==> src/rtl/trig_pkg.sv <==
// Shared definitions for the trigger stretch arbiter: FSM encoding and
// the round-robin pointer value applied at reset.
package trig_pkg;

  typedef enum logic [1:0] {
    ST_IDLE    = 2'd0,
    ST_STRETCH = 2'd1,
    ST_HOLDOFF = 2'd2
  } state_t;

  // Pointer starts on the last requester so requester 0 wins the first search.
  function automatic int unsigned last_served_rst(input int unsigned nreq);
    return nreq - 32'd1;
  endfunction

endpackage

==> src/rtl/rr_pick.sv <==
// Combinational round-robin search: first set pending bit strictly after
// last_served, wrapping around.
module rr_pick #(
  parameter int NREQ  = 4,
  parameter int IDX_W = 2
) (
  input  logic [NREQ-1:0]  pending,
  input  logic [IDX_W-1:0] last_served,
  output logic             valid,
  output logic [IDX_W-1:0] index
);

  logic [IDX_W-1:0] cand_s;

  // Scan from the farthest candidate to the nearest so the nearest hit wins.
  always_comb begin
    valid  = 1'b0;
    index  = '0;
    cand_s = '0;
    for (int k = NREQ; k >= 1; k--) begin
      cand_s = IDX_W'((int'(last_served) + k) % NREQ);
      valid  = valid | pending[cand_s];
      index  = pending[cand_s] ? cand_s : index;
    end
  end

endmodule

==> src/rtl/trig_stretch_arb.sv <==
// Round-robin arbiter driving one shared stretched strobe line, with a
// programmable holdoff gap and a per-requester completion ack.
module trig_stretch_arb
  import trig_pkg::*;
#(
  parameter int NREQ  = 4,
  parameter int LEN_W = 4
) (
  input  logic             clk,
  input  logic             rst,
  input  logic             enable,
  input  logic [NREQ-1:0]  req,
  input  logic [LEN_W-1:0] stretch_len,
  input  logic [LEN_W-1:0] holdoff_len,
  output logic             strobe,
  output logic [NREQ-1:0]  grant,
  output logic [NREQ-1:0]  ack,
  output logic [NREQ-1:0]  pending,
  output logic             busy
);

  localparam int IDX_W = $clog2(NREQ);
  localparam logic [IDX_W-1:0] LAST_RST = IDX_W'(last_served_rst(NREQ));

  state_t           state_r;
  logic [LEN_W-1:0] cnt_r;
  logic [LEN_W-1:0] hold_r;
  logic [IDX_W-1:0] last_r;
  logic             strobe_r;
  logic             busy_r;
  logic [NREQ-1:0]  grant_r;
  logic [NREQ-1:0]  ack_r;
  logic [NREQ-1:0]  pending_r;

  logic             pick_valid_s;
  logic [IDX_W-1:0] pick_idx_s;
  logic             fire_s;
  logic [NREQ-1:0]  onehot_s;
  logic [NREQ-1:0]  clr_s;
  logic [LEN_W-1:0] len_s;

  rr_pick #(
    .NREQ (NREQ),
    .IDX_W(IDX_W)
  ) u_pick (
    .pending    (pending_r),
    .last_served(last_r),
    .valid      (pick_valid_s),
    .index      (pick_idx_s)
  );

  // Grant decision and the values captured on the grant edge.
  always_comb begin
    fire_s   = (state_r == ST_IDLE) && enable && pick_valid_s;
    onehot_s = {{(NREQ-1){1'b0}}, 1'b1} << pick_idx_s;
    clr_s    = fire_s ? onehot_s : {NREQ{1'b0}};
    len_s    = (stretch_len == {LEN_W{1'b0}}) ? LEN_W'(1'b1) : stretch_len;
  end

  // Request latching plus the IDLE/STRETCH/HOLDOFF sequencer with registered outputs.
  always_ff @(posedge clk) begin
    if (rst) begin
      state_r   <= ST_IDLE;
      cnt_r     <= '0;
      hold_r    <= '0;
      last_r    <= LAST_RST;
      strobe_r  <= 1'b0;
      busy_r    <= 1'b0;
      grant_r   <= '0;
      ack_r     <= '0;
      pending_r <= '0;
    end else begin
      ack_r     <= '0;
      pending_r <= (pending_r & ~clr_s) | req;
      case (state_r)
        ST_IDLE: begin
          if (fire_s) begin
            state_r  <= ST_STRETCH;
            strobe_r <= 1'b1;
            busy_r   <= 1'b1;
            grant_r  <= onehot_s;
            last_r   <= pick_idx_s;
            cnt_r    <= len_s;
            hold_r   <= holdoff_len;
          end else begin
            strobe_r <= 1'b0;
            busy_r   <= 1'b0;
            grant_r  <= '0;
          end
        end
        ST_STRETCH: begin
          if (cnt_r <= LEN_W'(1'b1)) begin
            strobe_r <= 1'b0;
            grant_r  <= '0;
            ack_r    <= grant_r;
            if (hold_r == {LEN_W{1'b0}}) begin
              state_r <= ST_IDLE;
              busy_r  <= 1'b0;
              cnt_r   <= '0;
            end else begin
              state_r <= ST_HOLDOFF;
              cnt_r   <= hold_r;
            end
          end else begin
            cnt_r <= cnt_r - LEN_W'(1'b1);
          end
        end
        ST_HOLDOFF: begin
          if (cnt_r <= LEN_W'(1'b1)) begin
            state_r <= ST_IDLE;
            busy_r  <= 1'b0;
            cnt_r   <= '0;
          end else begin
            cnt_r <= cnt_r - LEN_W'(1'b1);
          end
        end
        default: begin
          state_r  <= ST_IDLE;
          strobe_r <= 1'b0;
          busy_r   <= 1'b0;
          grant_r  <= '0;
          cnt_r    <= '0;
        end
      endcase
    end
  end

  assign strobe  = strobe_r;
  assign grant   = grant_r;
  assign ack     = ack_r;
  assign pending = pending_r;
  assign busy    = busy_r;

endmodule

==> config.mk <==
export PLATFORM = sky130hd
export DESIGN_NAME = trig_stretch_arb
export DESIGN_NICKNAME = d
export VERILOG_FILES = /design/src/rtl/trig_pkg.sv /design/src/rtl/rr_pick.sv /design/src/rtl/trig_stretch_arb.sv
export SDC_FILE = /design/constraint.sdc
export NUM_CORES = 1
export LEC_CHECK = 0
export ABC_CLOCK_PERIOD_IN_PS = 2750
export CAP_MARGIN = 20
export CORE_MARGIN = 1
export CORE_UTILIZATION = 54
export CTS_BUF_LIST = sky130_fd_sc_hd__clkbuf_16
export CTS_CLUSTER_SIZE = 30
export DETAILED_ROUTE_END_ITERATION = 8
export DONT_BUFFER_PORTS = 1
export MAX_ROUTING_LAYER = met4
export PLACE_DENSITY = 0.69
export SLEW_MARGIN = 20
export SYNTH_ARGS = -nofsm -noshare
export SYNTH_HDL_FRONTEND = slang
export SYNTH_SLANG_ARGS = --single-unit
==> constraint.sdc <==
create_clock -name clk -period 2.75 [get_ports clk]
set_clock_uncertainty 0.15 [all_clocks]
set_input_delay 0.55 -clock clk [delete_from_list [all_inputs] [get_ports clk]]
set_output_delay 0.55 -clock clk [all_outputs]
set_load 0.01 [all_outputs]
Word-level counts from Yosys, hierarchy flattened
Cells that the tools add are included.
W data, S select, Z words.
{ "op_classes": {"mux": 32, "n_reduce_logical": 10, "add_sub_neg": 5, "n_eq_ne": 6, "n_bitwise": 9, "n_shift": 1, "magnitude_cmp": 5} }
{ "ops": {"columns": ["op", "count"], "rows": [
  ["$mux W4", 7],
  ["$pmux W4 S3", 2],
  ["$mux W2", 8],
  ["$lt A2 B3 Y1 const B", 4],
  ["$bmux W1 S2", 4],
  ["$logic_not A4 Y1", 2],
  ["$mux W1", 8],
  ["$ne A2 B2 Y1 const B", 4],
  ["$pmux W1 S3", 2],
  ["$pmux W2 S3", 1],
  ["$reduce_and A3 Y1", 2],
  ["$add A2 B1 Y2 const B", 2],
  ["$add A2 B2 Y2 const B", 2],
  ["$and A4 B4 Y4", 1],
  ["$le A4 B1 Y1 const B", 1],
  ["$not A4 Y4", 1],
  ["$or A4 B4 Y4", 1],
  ["$reduce_and A2 Y1", 2],
  ["$shl A1 B2 Y4 const A", 1],
  ["$sub A4 B1 Y4 const B", 1],
  ["$not A1 Y1", 3],
  ["$or A1 B1 Y1", 3],
  ["$reduce_or A3 Y1", 1],
  ["$eq A2 B1 Y1 const B", 1],
  ["3 further kinds", 4]
]} }
{ "totals": {"word_cells": 77, "input_bits": 15, "reg_bits": 26} }

Longest topological paths before layout
Gate-level depths: netlist (run 1).
{ "logic_depth": {"depth_word": 12, "ltp_mapped": 7} }

By module
From an unflattened synthesis (run 1), not the netlist that was laid out.
{ "hier_totals": {"cells_unflattened": 153, "hier_area_um2": 1233.7} }
{ "modules_own_cells": {"columns": ["module", "cells_each", "area_each_um2", "n_inst", "seq_area_each_um2"], "rows": [
  ["trig_stretch_arb", 139, 1142.3, 1, 520.5],
  ["rr_pick", 14, 91.3, 1, 0.0]
]} }

Worst setup path after synthesis (run 1)
OpenSTA, ideal clock, no wires.
{ "synth_timing": {"path_kind": "register to register", "start": "register pending_r[0], in the netlist pending[0]", "end": "register pending_r[1], in the netlist pending[1]", "path_stages_with_launch": 6, "t_arrival_ns": 1.495, "t_required_ns": 2.512, "slack_ns": 1.016, "path_cell_list": "dfxtp_1 o41ai_4 nand2b_1 buf_6 nor2_2 a311oi_2"} }
{ "synth_between": {"elab_chain_cells": 11} }
{ "synth_rtl": {"columns": ["element", "line_no", "rtl"], "rows": [
  ["from (decl)", "trig_stretch_arb.sv:33", "logic [NREQ-1:0] pending_r;"],
  ["from (signal assigned)", "trig_stretch_arb.sv:74", "pending_r <= (pending_r & ~clr_s) | req;"],
  ["$bmux W1 S2", "rr_pick.sv:22, rr_pick.sv:23", null],
  ["$mux W1 (implied by the code)", "rr_pick.sv:22, rr_pick.sv:23", null],
  ["$mux W2 (4 in a row)", "rr_pick.sv:23", "index = pending[cand_s] ? cand_s : index;"],
  ["$shl A1 B2 Y4", "trig_stretch_arb.sv:55", "onehot_s = {{(NREQ-1){1'b0}}, 1'b1} << pick_idx_s;"],
  ["$mux W4 *", "trig_stretch_arb.sv:56", "clr_s = fire_s ? onehot_s : {NREQ{1'b0}};"],
  ["$not A4 Y4 *", "trig_stretch_arb.sv:74", null],
  ["$and A4 B4 Y4 *", "trig_stretch_arb.sv:74", null],
  ["$or A4 B4 Y4 *", "trig_stretch_arb.sv:74", null]
]} }
Mark *: on every way between the ends. The rest lies on a longest branch, timed or not. The select of a mux whose other input is x is not followed.
A chain may end at the register's enable or synchronous reset.

Worst setup path in the final report (run 1)
{ "layout_timing": {"start": "register pending_r[0], in the netlist pending[0]", "end": "register pending_r[0], in the netlist pending[0]"} }
{ "layout_between": {"elab_chain_cells": 11} }
{ "layout_rtl": {"columns": ["element", "line_no"], "rows": [
  ["$bmux W1 S2", "rr_pick.sv:22, rr_pick.sv:23"],
  ["$mux W1 (implied by the code)", "rr_pick.sv:22, rr_pick.sv:23"],
  ["$mux W2 (4 in a row)", "rr_pick.sv:23"],
  ["$shl A1 B2 Y4", "trig_stretch_arb.sv:55"],
  ["$mux W4", "trig_stretch_arb.sv:56"],
  ["$not A4 Y4", "trig_stretch_arb.sv:74"],
  ["$and A4 B4 Y4 *", "trig_stretch_arb.sv:74"],
  ["$or A4 B4 Y4 *", "trig_stretch_arb.sv:74"]
]} }
Marks and branches as above.

==> flow_metrics.env, run 1 <==
export IMPL_gp_congestion=0.860
export IMPL_outcome="finished clean"
export IMPL_synth_seq_cells=26
export IMPL_synth_edff_count=0
export IMPL_arrival_ns=2.13
export IMPL_drt_first_pass_iters=4
export IMPL_nets=162
export IMPL_synth_area_sq_um=1290
export IMPL_drt_initial_drc_count=22
export IMPL_clkPwrFrac_pct=37.2
export IMPL_hold_class="in -> reg"
export IMPL_path_clk_slew_ns=0.06
export IMPL_crit_type="reg -> reg"
export IMPL_slew_viol_final=0
export IMPL_rsz0062_at_grt="false"
export IMPL_placed_area_sq_um=1300
export IMPL_ys_async_sr_fraction_pct=0
export IMPL_diodes=0
export IMPL_leakage_uw=0.000539
export IMPL_combPwrFrac_pct=21.6
export IMPL_setup_viol=0
export IMPL_synth_area_mux_share_pct=5.44
export IMPL_wl_per_cell_microns=16.4
export IMPL_synth_top_cell_by_area="dfxtp_1"
export IMPL_grt_ovfl_total=0
export IMPL_fp_dieArea_sq_um=2590
export IMPL_clock_latency_ns=0.26
export IMPL_post_cts_buffers=0
export IMPL_ant_nets=0
export IMPL_cts_sinks=26
export IMPL_r2r_cells=4
export IMPL_slew_headroom_pct=49.1
export IMPL_tightest_slew_ns=0.759
export IMPL_grt_max_degree=20
export IMPL_required_ns=2.77
export IMPL_placementRows=17
export IMPL_worst_path_max_fanout=12
export IMPL_holdPathEnd="hold_r[1]"
export IMPL_synth_seq_area_share_pct=40.4
export IMPL_postSynthCellCount=146
export IMPL_postCtsHoldBufs=0
export IMPL_numPortBuffers=0
export IMPL_synth_compound_area_share_pct=26.6
export IMPL_areaGrowthSynthToFinish_pct=8.84
export IMPL_holdPathStages=1
export IMPL_synth_top_family_by_area="compound AO/OA/AOI/OAI gates"
export IMPL_cts_tree="built"
export IMPL_yosysMostFrequentCell="dfxtp_1"
export IMPL_peakVddDrop_mv=0.570
export IMPL_cap_violations=0
export IMPL_fillCellCount=186
export IMPL_synth_fa_ha_area_share_pct=1.94
export IMPL_core_area_sq_um=2230
export IMPL_max_freq_ghz=0.473
export IMPL_clock_root_buffer="clkbuf_16"
export IMPL_critPathCaptureType="flop"
export IMPL_finalHoldViolCount=0
export IMPL_dpl_hpwl_microns=2130
export IMPL_critPathLaunchType="flop"
export IMPL_ioPinCount=29
export IMPL_design_area_sq_um=1400
export IMPL_rrSetupSlack_ns=0.64
export IMPL_timing_final_crit_share_pct=76.9
export IMPL_synthTopCellsByCount="dfxtp_1 (26), nor2_1 (20), a21oi_1 (10)"
export IMPL_p_switching_uw=319
export IMPL_avgSynthCellArea_sq_um=8.83
export IMPL_vias=1109
export IMPL_power_density_nw_per_um2=799
export IMPL_switching_share_pct=28.5
export IMPL_timing_rr_end="pending[0]"
export IMPL_setup_tns_ns=0
export IMPL_routed_wl_microns=2820
export IMPL_clock_path_buffers=2
export IMPL_cts_buffers=3
export IMPL_period_needed_ns=2.11
export IMPL_syn_nets=163
export IMPL_drive_gt1_share_pct=7.64
export IMPL_yosys_warnings=0
export IMPL_timing_rr_start="pending[0]"
export IMPL_ys_flop_type="dfxtp_1"
export IMPL_grt_use_total_pct=25.8
export IMPL_htreeDepth=1
export IMPL_die_h_microns=50.9
export IMPL_synth_top_area_share_pct=40.4
export IMPL_synth_xor_area_share_pct=0
export IMPL_drc=0
export IMPL_grt_pass1_vias=1085
export IMPL_grt_antenna_before_repair=0
export IMPL_chipWidth_microns=50.9
export IMPL_via_per_inst=6.45
export IMPL_synth_cell_types=40
export IMPL_min_from="rst"
export IMPL_synth_simple_gate_area_share_pct=21.3
export IMPL_utilization_pct=62.8
export IMPL_synth_area_leaders="dfxtp_1 (40%), nor2_1 (5.8%), mux2i_1 (5.4%)"
export IMPL_pwr_share_seq_pct=41.3
export IMPL_grt_pass1_wl_microns=4750
export IMPL_cts_resized=0
export IMPL_initial_utilization_pct=57.7
export IMPL_p_int_uw=801
[area by class of cell]
cell class                 instances  area [sq um]  share of cell area (%)
clock buffer                       3          75.1                    5.35
clock inverter                     1          30.0                    2.14
inverter                           6          22.5                    1.61
multi-input combinational        107           712                    50.8
sequential                        26           520                    37.1
tap                               28          35.0                    2.50
timing repair buffer               1          7.51                   0.535
[critical path, stage by stage (launching register included)]
cell,delay (ns)
dfxtp_1,0.42
o41ai_4,0.60
nand2b_1,0.51
nor2_1,0.08
a311oi_1,0.26
[metrics by stage]
stage	std cells	hold WS [ns]	total power [uW]	setup slack, ns
after floorplan	146	0.327	662	1.02
after global placement	168	0.353	702	0.738
after detailed placement	168	0.355	710	0.649
after CTS	172	0.203	1120	0.637
after global routing	172	0.198	1180	0.432
final	172	0.206	1120	0.636
[routing by layer]
layer / global-route usage, % / part of all wire, %
met5: - / 0
met4: 10.6 / 1.8
met3: 5.06 / 5.6
met2: 45.8 / 50
met1: 28.1 / 42
[worst max path at each step]
| stage | from | endpoint | slack, ns | cells after the start |
|---|---|---|---|---|
| after detailed placement | pending[0] | pending[0] | 0.65 | 4 |
| final | pending[0] | pending[0] | 0.64 | 4 |
| after global placement | pending[0] | pending[0] | 0.74 | 4 |
| after CTS | pending[0] | pending[0] | 0.64 | 4 |
| after global routing | pending[0] | pending[3] | 0.43 | 4 |
| after floorplan | pending[0] | pending[1] | 1.02 | 5 |
[cell usage in the layout, fill, tap and decap left out, types with 2 or more instances in the layout]
cell and n:
nand2b_1 5, mux2i_1 7, ha_1 2, o22ai_1 2, and4_1 4, a31oi_1 2
a311oi_1 2, clkbuf_16 3, o2bb2ai_1 4, nand3_1 3, dfxtp_1 26, inv_1 6
a21oi_1 10, or2_2 2, o21ai_0 7, nor2_1 20, nand2_1 3, a211oi_1 4
o21a_1 2, a211o_1 2, nor3_1 8
[sequential cells by signal (all words and copies together), names as in the netlist]
register / count
ack: 4
last_r: 2
pending: 4
hold_r: 4
state_r: 2
grant: 4
strobe: 1
cnt_r: 4
busy: 1
[power groups by stage]
stage | Combinational, uW | Sequential (uW) | Clock [uW]
floorplan | 207 | 455 | 0
global placement | 234 | 468 | 0
detailed placement | 240 | 470 | 0
CTS | 240 | 462 | 423
global route | 269 | 467 | 439
finish | 242 | 462 | 416
[logic make-up (layout without fill, tap and decap cells)]
family	Yosys count	after routing
compound gates	45	45
fa+ha+maj	2	2
buf+inv	13	11
flops	26	26
mux	7	7
simple gates	53	53
Power figures use the tool's default switching activity.
==> inputs of run 2 (changes only) <==
--- a/config.mk
+++ b/config.mk
@@ -5,7 +5,7 @@
 export SDC_FILE = /design/constraint.sdc
 export NUM_CORES = 1
 export LEC_CHECK = 0
-export ABC_CLOCK_PERIOD_IN_PS = 2750
+export ABC_CLOCK_PERIOD_IN_PS = 2100
 export CAP_MARGIN = 20
 export CORE_MARGIN = 1
 export CORE_UTILIZATION = 54
==> constraint.sdc (replaced) <==
create_clock -name clk -period 2.1 [get_ports clk]
set_clock_uncertainty 0.15 [all_clocks]
set_input_delay 0.42 -clock clk [delete_from_list [all_inputs] [get_ports clk]]
set_output_delay 0.42 -clock clk [all_outputs]
set_load 0.01 [all_outputs]
==> run 2 against run 1 <==
Compared with the run above: maximum frequency increased by 13%; sequential share of layout area fell by 0.78 points; register-to-register slack lost 0.41 ns; combinational power grew 39%; critical path depth is the same; critical path type unchanged; highest routed layer unchanged.
==> flow_metrics.env, run 2 (synthesis results as in run 1) <==
export IMPL_clock_root_buffer="clkbuf_16"
export IMPL_grt_antenna_before_repair=0
export IMPL_max_freq_ghz=0.534
export IMPL_grt_max_degree=20
export IMPL_critPathCaptureType="flop"
export IMPL_via_per_inst=6.46
export IMPL_chipWidth_microns=50.9
export IMPL_dpl_hpwl_microns=2020
export IMPL_p_int_uw=1060
export IMPL_drc=0
export IMPL_htreeDepth=1
export IMPL_power_density_nw_per_um2=1030
export IMPL_areaGrowthSynthToFinish_pct=11.2
export IMPL_grt_ovfl_total=0
export IMPL_fp_dieArea_sq_um=2590
export IMPL_critPathLaunchType="flop"
export IMPL_whs_ns=0.0787
export IMPL_hold_class="in -> reg"
export IMPL_core_area_sq_um=2230
export IMPL_switching_share_pct=28.2
export IMPL_wl_per_cell_microns=16.1
export IMPL_clock_latency_ns=0.26
export IMPL_routed_wl_microns=2830
export IMPL_pwr_share_seq_pct=40.8
export IMPL_ioPinCount=29
export IMPL_vias=1137
export IMPL_peakVddDrop_mv=0.806
export IMPL_ant_nets=0
export IMPL_path_clk_slew_ns=0.07
export IMPL_finalHoldViolCount=0
export IMPL_setup_viol=0
export IMPL_rsz0062_at_grt="false"
export IMPL_final_cells=176
export IMPL_nets=166
export IMPL_utilization_pct=64.1
export IMPL_required_ns=2.14
export IMPL_grt_pass1_vias=1142
export IMPL_combPwrFrac_pct=22.7
export IMPL_postCtsHoldBufs=0
export IMPL_leakage_uw=0.000558
export IMPL_cts_resized=0
export IMPL_crit_type="reg -> reg"
export IMPL_worst_path_max_fanout=7
export IMPL_numPortBuffers=0
export IMPL_drt_initial_drc_count=30
export IMPL_arrival_ns=1.91
export IMPL_placementRows=17
export IMPL_drive_gt1_share_pct=10.1
export IMPL_drt_first_pass_iters=4
export IMPL_cap_violations=0
export IMPL_setup_tns_ns=0
export IMPL_place_inst=172
export IMPL_cts_sinks=26
export IMPL_tightest_slew_ns=0.432
export IMPL_clkPwrFrac_pct=36.5
export IMPL_post_cts_buffers=0
export IMPL_fillCellCount=189
export IMPL_final_common_cell="dfxtp_1"
export IMPL_grt_use_total_pct=25.8
export IMPL_outcome="finished clean"
export IMPL_gp_congestion=0.830
export IMPL_clock_path_buffers=2
export IMPL_timing_final_crit_share_pct=89.1
export IMPL_diodes=0
export IMPL_slew_viol_final=0
export IMPL_initial_utilization_pct=57.7
export IMPL_slew_headroom_pct=71.1
export IMPL_period_needed_ns=1.87
export IMPL_die_h_microns=50.9
export IMPL_final_cell_mix="dfxtp_1 (26), nor2_1 (20), a21oi_1 (10)"
export IMPL_grt_pass1_wl_microns=4990
export IMPL_p_switching_uw=418
export IMPL_cts_tree="built"
export IMPL_cts_buffers=3
[run 2: changes by cell type in the layout (fill, tap and decap cells not counted), sizes merged]
cell / delta
buf: +4
[run 2: area by class of cell]
cell class              count  area [sq um]  area share, %
clock buffers               3          75.1           5.24
well taps                  28          35.0           2.45
inverters                   6          22.5           1.57
repair buffers              5          37.5           2.62
clock inverters             1          30.0           2.10
multi-input cells         107           712           49.7
flip-flops and latches     26           520           36.3
[run 2: critical path, stage by stage, from the launching register on]
cell and delay [ns]:
dfxtp_1 0.54, nand2b_1 0.13, a311o_2 0.45, or3_1 0.39
o2bb2ai_1 0.15
[run 2: path summary, 6_finish.rpt]
path | from | cells past startpoint | slack [ns] | endpoint
worst max-delay path | pending[3] | 4 | 0.23 | grant[2]
worst min-delay path | rst | 1 | 0.08 | pending[2]
worst max register to register | pending[3] | 4 | 0.23 | grant[2]
worst min register to register | hold_r[1] | 2 | 0.39 | hold_r[1]
[run 2: metrics by stage]
step	instance area (sq um)	worst slack (ns)	power, uW
2_1_floorplan	1290	0.366	867
3_3_place_gp	1330	0.313	934
3_5_place_dp	1330	0.251	942
4_1_cts	1430	0.239	1490
5_1_grt	1430	0.132	1560
6_report	1430	0.228	1480
[run 2: power groups by stage]
| stage | combinational, uW | sequential [uW] | clock, uW |
|---|---|---|---|
| after floorplan | 271 | 596 | 0 |
| after global placement | 321 | 612 | 0 |
| after detailed placement | 328 | 614 | 0 |
| after CTS | 333 | 604 | 553 |
| after global routing | 376 | 612 | 575 |
| final | 336 | 604 | 541 |
[run 2: layer usage]
metal | track usage [%] | routed length (microns) | part of all wire, %
met3 | 6.25 | 206 | 7.3
met1 | 28.3 | 1090 | 39
met5 | - | 0 | 0
met4 | 6.48 | 19 | 0.67
met2 | 46.7 | 1510 | 53
